<file path="src/rtl/spi_cfg_engine.sv">
// SPI configuration master: walks an external register table and shifts each entry
// out as one chip-select-framed word (SCLK idles high, MSB first), capturing MISO for readback.
module spi_cfg_engine #(
  parameter int FRAME_W = 14,
  parameter int NUM_REG = 32,
  parameter int CLK_DIV = 2,
  parameter int CS_GAP  = 4,
  parameter bit CS_ACT  = 1'b1,
  localparam int AW     = (NUM_REG > 1) ? $clog2(NUM_REG) : 1
) (
  input  logic               clk,
  input  logic               rst,
  input  logic               start,
  input  logic [AW:0]        cfg_num,
  output logic [AW-1:0]      tbl_addr,
  input  logic [FRAME_W-1:0] tbl_data,
  output logic               busy,
  output logic               done,
  output logic [FRAME_W-1:0] rd_data,
  output logic               rd_valid,
  output logic               cs_spi,
  output logic               clk_spi,
  output logic               mosi,
  input  logic               miso
);

  localparam int DW = $clog2(CLK_DIV + 1);
  localparam int BW = $clog2(FRAME_W + 1);
  localparam int GW = $clog2(CS_GAP + 1);
  localparam int IW = AW + 1;

  localparam logic [DW-1:0] DIV_LAST = DW'(CLK_DIV - 1);
  localparam logic [BW-1:0] BIT_LAST = BW'(FRAME_W - 1);
  localparam logic [GW-1:0] GAP_LAST = GW'(CS_GAP - 1);
  localparam logic [IW-1:0] NUM_MAX  = IW'(NUM_REG);

  typedef enum logic [3:0] {
    S_IDLE, S_FETCH, S_LOAD, S_LEAD, S_SHIFT_LO, S_SHIFT_HI, S_TRAIL, S_GAP, S_FIN
  } state_t;

  state_t state, state_nxt;

  logic [DW-1:0]      div_cnt;
  logic [BW-1:0]      bit_cnt;
  logic [GW-1:0]      gap_cnt;
  logic [IW-1:0]      idx;
  logic [IW-1:0]      n_ent;
  logic [IW-1:0]      idx_inc;
  logic [IW-1:0]      cfg_eff;
  logic               div_last;
  logic               bit_last;
  logic               gap_last;
  logic               more;
  logic               timed;
  logic [FRAME_W-1:0] tx_sh;
  logic [FRAME_W-1:0] rx_sh;

  logic               cs_d;
  logic               sclk_d;
  logic               mosi_d;
  logic               busy_d;
  logic               done_d;
  logic               rdv_d;
  logic [FRAME_W-1:0] rd_data_d;
  logic [AW-1:0]      tbl_addr_d;

  assign div_last = (div_cnt == DIV_LAST);
  assign bit_last = (bit_cnt == BIT_LAST);
  assign gap_last = (gap_cnt == GAP_LAST);
  assign idx_inc  = idx + IW'(1);
  // idx carries one extra bit so idx+1 == NUM_REG compares correctly without wrapping
  assign more     = (idx_inc < n_ent);
  assign cfg_eff  = ((cfg_num == '0) || (cfg_num > NUM_MAX)) ? NUM_MAX : cfg_num;
  assign timed    = (state == S_LEAD) || (state == S_SHIFT_LO) ||
                    (state == S_SHIFT_HI) || (state == S_TRAIL);

  always_ff @(posedge clk) begin
    if (rst) state <= S_IDLE;
    else     state <= state_nxt;
  end

  always_comb begin
    state_nxt = state;
    case (state)
      S_IDLE:     if (start) state_nxt = S_FETCH;
      S_FETCH:    state_nxt = S_LOAD;
      S_LOAD:     state_nxt = S_LEAD;
      S_LEAD:     if (div_last) state_nxt = S_SHIFT_LO;
      S_SHIFT_LO: if (div_last) state_nxt = S_SHIFT_HI;
      S_SHIFT_HI: if (div_last) state_nxt = bit_last ? S_TRAIL : S_SHIFT_LO;
      S_TRAIL:    if (div_last) state_nxt = S_GAP;
      S_GAP:      if (gap_last) state_nxt = more ? S_FETCH : S_FIN;
      S_FIN:      state_nxt = S_IDLE;
      default:    state_nxt = S_IDLE;
    endcase
  end

  // Next value of every registered output, derived from the current state and its exit condition
  always_comb begin
    cs_d       = cs_spi;
    sclk_d     = clk_spi;
    mosi_d     = mosi;
    busy_d     = busy;
    done_d     = 1'b0;
    rdv_d      = 1'b0;
    rd_data_d  = rd_data;
    tbl_addr_d = tbl_addr;
    case (state)
      S_IDLE: begin
        if (start) begin
          busy_d     = 1'b1;
          tbl_addr_d = '0;
        end
      end
      S_LOAD: begin
        cs_d   = CS_ACT;
        mosi_d = tbl_data[FRAME_W-1];
      end
      S_LEAD: begin
        if (div_last) sclk_d = 1'b0;
      end
      S_SHIFT_LO: begin
        if (div_last) sclk_d = 1'b1;
      end
      S_SHIFT_HI: begin
        if (div_last && !bit_last) begin
          sclk_d = 1'b0;
          mosi_d = tx_sh[FRAME_W-2];
        end
      end
      S_TRAIL: begin
        if (div_last) begin
          cs_d      = ~CS_ACT;
          mosi_d    = 1'b0;
          rdv_d     = 1'b1;
          rd_data_d = rx_sh;
        end
      end
      S_GAP: begin
        if (gap_last && more) tbl_addr_d = idx_inc[AW-1:0];
      end
      S_FIN: begin
        busy_d = 1'b0;
        done_d = 1'b1;
      end
      default: ;
    endcase
  end

  always_ff @(posedge clk) begin
    if (rst) begin
      cs_spi   <= ~CS_ACT;
      clk_spi  <= 1'b1;
      mosi     <= 1'b0;
      busy     <= 1'b0;
      done     <= 1'b0;
      rd_valid <= 1'b0;
      rd_data  <= '0;
      tbl_addr <= '0;
    end else begin
      cs_spi   <= cs_d;
      clk_spi  <= sclk_d;
      mosi     <= mosi_d;
      busy     <= busy_d;
      done     <= done_d;
      rd_valid <= rdv_d;
      rd_data  <= rd_data_d;
      tbl_addr <= tbl_addr_d;
    end
  end

  always_ff @(posedge clk) begin
    if (rst) begin
      div_cnt <= '0;
      bit_cnt <= '0;
      gap_cnt <= '0;
      idx     <= '0;
      n_ent   <= '0;
    end else begin
      if (timed && !div_last) div_cnt <= div_cnt + DW'(1);
      else                    div_cnt <= '0;

      if ((state == S_GAP) && !gap_last) gap_cnt <= gap_cnt + GW'(1);
      else                               gap_cnt <= '0;

      if (state == S_LOAD)                          bit_cnt <= '0;
      else if ((state == S_SHIFT_HI) && div_last)   bit_cnt <= bit_cnt + BW'(1);

      if ((state == S_IDLE) && start) begin
        idx   <= '0;
        n_ent <= cfg_eff;
      end else if ((state == S_GAP) && gap_last) begin
        idx   <= idx_inc;
      end
    end
  end

  // Frame shift registers hold pure data and need no reset: LOAD overwrites tx, and rx is fully refilled each frame
  always_ff @(posedge clk) begin
    if (state == S_LOAD)
      tx_sh <= tbl_data;
    else if ((state == S_SHIFT_HI) && div_last && !bit_last)
      tx_sh <= tx_sh << 1;

    if ((state == S_SHIFT_LO) && div_last)
      rx_sh <= {rx_sh[FRAME_W-2:0], miso};
  end

endmodule

</file>
<file path="config.mk">
export PLATFORM = sky130hd
export DESIGN_NAME = spi_cfg_engine
export DESIGN_NICKNAME = d
export VERILOG_FILES = /design/src/rtl/spi_cfg_engine.sv
export SDC_FILE = /design/constraint.sdc
export NUM_CORES = 1
export LEC_CHECK = 0
export CAP_MARGIN = 30
export CORE_ASPECT_RATIO = 1.75
export CORE_MARGIN = 8
export CORE_UTILIZATION = 40
export DETAILED_ROUTE_END_ITERATION = 10
export DONT_BUFFER_PORTS = 1
export PLACE_DENSITY = 0.5
export SYNTH_ARGS = -nofsm -noshare
export SYNTH_HDL_FRONTEND = slang
export SYNTH_SLANG_ARGS = --single-unit
</file>
<file path="constraint.sdc">
create_clock -name clk -period 3.2 [get_ports clk]
set_clock_uncertainty 0.2 [all_clocks]
set_input_delay 0.48 -clock clk [delete_from_list [all_inputs] [get_ports clk]]
set_output_delay 0.48 -clock clk [all_outputs]
set_load 0.005 [all_outputs]
</file>
==> results_dict.tcl <==
set metrics [dict create \
    hold_depth 1 \
    path_common_cell "ha_1" \
    drtIter0Drc 80 \
    hold_path_class "input port to flip-flop" \
    vias_per_cell 5.32 \
    slew_headroom 0.564 \
    tightest_slew_ns 0.652 \
    cts-root-buf "clkbuf_16" \
    synthArstFlopShare 0 \
    track_usage 0.122 \
    cap_violations 0 \
    htree_levels 3 \
    post_cts_buffers 0 \
    grt_max_degree 42 \
    syn_to_final_growth_pct 11.3 \
    cp.arrival_ns 2.61 \
    met1_length_um 2610 \
    place_inst 393 \
    vias 2175 \
    cts_hold_buf 0 \
    ys_seq_area_frac 0.541 \
    grt_pass1_wl_um 10900 \
    cp-end-kind "flip-flop" \
    setup_tns_ns 0 \
    ys_warn_count 0 \
    wl_per_cell_um 16.3 \
    gp_congestion 0.784 \
    hold_violations 0 \
    syn_inst 315 \
    cts_resized 0 \
    setup_viol 0 \
    dr.pass1.iters 4 \
    clk_pin_slew_worst_paths_ns 0.06 \
    top_layer "met4" \
    crit_path_top_delay_cell "or4b_1" \
    syn_area_per_cell_um2 10.6 \
    timing.rr.end "state[3]" \
    worstHoldStart "rst" \
    worstSetupPathType "flip-flop to flip-flop" \
    rsz0062_at_grt "no" \
    die_w_um 85.2 \
    ioPinCount 49 \
    synth_edf_count 27 \
    ff2ff_path_depth 8 \
    cp_max_fo 6 \
    r2r_start "idx[0]" \
    cts_sinks 77 \
    cts_tree "built" \
    cp_num_buf_inv 0 \
    grt_antenna_before_repair 0 \
    numPortBuffers 0 \
    r2r_slack_ns 0.61 \
    whs_ns 0.0217 \
    die_height_um 137 \
    cp_cell_sequence "ha_1 -> nand3_1 -> xnor2_1 -> ha_1 -> and4_1 -> o21a_1 -> or4b_1 -> o211a_1" \
    syn_area_um2 3350 \
    layout.nets 347 \
    layout-drive-gt1-share 0.132 \
    diodes 0 \
    synthFlopType "dfxtp_1" \
    fmax_ghz 0.386 \
    finalCritPeriodShare 0.809 \
    core_um2 8200 \
    drv_slew 0 \
    status "finished, final reports clean" \
    num_rows 44 \
    cts_buffers 9 \
    critPathLaunchType "flip-flop" \
    power_leakage_nw 1.29 \
    grt_pass1_vias 2220 \
    stdcell_count 409 \
    crit_family "simple AND/OR/NAND/NOR gates" \
    overflow 0 \
    post-route-min-period_ns 2.59 \
    dp_hpwl_um 4770 \
    clkLatencyLatePin_ns 0.33 \
    drt_wl_total_um 6680 \
    synth_cell_types 54 \
    cpPeakStageDelay_ns 0.56 \
    dieArea_um2 11700 \
    hold_end "n_ent[3]" \
    ir_worst_vdd_mv 0.292 \
    ys_seq_elements 77 \
    dr_wl_met3_um 412 \
    dr_wl_met2_um 3430 \
    powerDensity_nw_per_um2 644 \
    required_ns 3.23 \
    drc 0 \
    drtAntennaViolNets 0 \
    clockBufferDepth 2 \
    synth_nets 350 \
    initial_core_util 0.408 \
]
## final cells by class
| cell class | count | area [um2] |
|---|---|---|
| Sequential cell | 77 | 1810 |
| Clock inverter | 5 | 56.3 |
| Timing Repair Buffer | 3 | 22.5 |
| Tap cell | 92 | 115 |
| Multi-Input combinational cell | 210 | 1420 |
| Clock buffer | 11 | 264 |
| Inverter | 11 | 41.3 |
| Fill cell | 778 | 4470 |
## cells in the final DEF, fill, tap and decap left out, types with 2 or more instances in the layout
| master | count |
|---|---|
| a211oi_1 | 2 |
| nor2b_1 | 2 |
| nand3_1 | 7 |
| edfxtp_1 | 27 |
| nand3b_1 | 6 |
| nor4_1 | 2 |
| and4_1 | 2 |
| or4_1 | 3 |
| or3_1 | 2 |
| and4b_1 | 2 |
| nor2_1 | 16 |
| nand2_1 | 43 |
| xnor2_1 | 6 |
| ha_1 | 11 |
| a21oi_1 | 29 |
| and2_1 | 3 |
| buf_4 | 3 |
| o21ai_0 | 3 |
| mux2i_1 | 4 |
| nor3_1 | 8 |
| and2b_1 | 2 |
| mux2_2 | 13 |
| nand4_1 | 3 |
| xor2_1 | 6 |
| nand2b_1 | 10 |
| clkinv_2 | 2 |
| clkbuf_16 | 10 |
| dfxtp_1 | 50 |
| and3_1 | 2 |
| inv_1 | 11 |
## power breakdown
part | internal [mW] | switching (mW)
registers | 1.07 | 0.0401
logic | 0.102 | 0.125
clock network | 0.671 | 0.390
total | 1.85 | 0.555
## flip-flops by register name (all words and copies together), names as in the netlist, 2 cells and up
name and count:
div_cnt 2, rd_data 14, n_ent 6, idx 6, tbl_addr 5, bit_cnt 4
gap_cnt 3, tx_sh 13, rx_sh 14, state 4
## worst register-to-register path, stage by stage, from the launching register on
cell,delay (ns)
dfxtp_1,0.42
ha_1,0.26
nand3_1,0.11
xnor2_1,0.21
ha_1,0.28
and4_1,0.18
o21a_1,0.14
or4b_1,0.56
o211a_1,0.13
## cell families (layout without fill, tap and decap cells)
kind of cell	Yosys count	in the layout	synth area share
compound gates	47	47	0.0956
mux	18	18	0.0590
xor+xnor	12	12	0.0314
flops	77	77	0.541
simple gates	122	122	0.193
fa+ha+maj	11	11	0.0411
buf+inv	28	30	0.0396
## worst max path at each step
stage | start | to | cells after the start
5_1_grt | idx[0] | state[0] | 8
2_1_floorplan | div_cnt[0] | rx_sh[0] | 4
6_report | idx[0] | state[3] | 8
3_5_place_dp | idx[0] | state[3] | 8
4_1_cts | idx[0] | state[3] | 8
3_3_place_gp | idx[0] | state[3] | 8
## metrics by stage
step	cell area [um2]	total power, mW	util	setup WS [ns]
global placement	3410	1.36	0.415	0.659
CTS	3730	2.43	0.455	0.606
global route	3730	2.51	0.455	0.444
finish	3730	2.40	0.455	0.612
floorplan	3350	1.32	-	0.779
detailed placement	3410	1.37	0.415	0.621
## synthesized netlist by cell type (all sizes together), types with 3 or more instances
| master | instances | area share |
|---|---|---|
| ha | 11 | 0.041 |
| xor2 | 6 | 0.016 |
| nand3b | 7 | 0.017 |
| a21oi | 29 | 0.043 |
| clkbuf | 4 | 0.0045 |
| nor3 | 9 | 0.013 |
| nand2 | 43 | 0.048 |
| nand4 | 3 | 0.0056 |
| mux2i | 4 | 0.012 |
| xnor2 | 6 | 0.016 |
| or4 | 3 | 0.0067 |
| dfxtp | 50 | 0.30 |
| and2 | 3 | 0.0056 |
| nor2 | 17 | 0.021 |
| mux2 | 14 | 0.047 |
| o21ai | 4 | 0.0093 |
| buf | 13 | 0.023 |
| inv | 11 | 0.012 |
| edfxtp | 27 | 0.24 |
| nand3 | 8 | 0.013 |
| nand2b | 10 | 0.019 |
## routing by layer
layer  GRT usage  up-vias
met1       0.115     1009
met3      0.0457       16
met2       0.214       46
met4      0.0857        0
met5           0        -
li1            -     1104
Note: power is estimated with default switching activity, not from simulation.
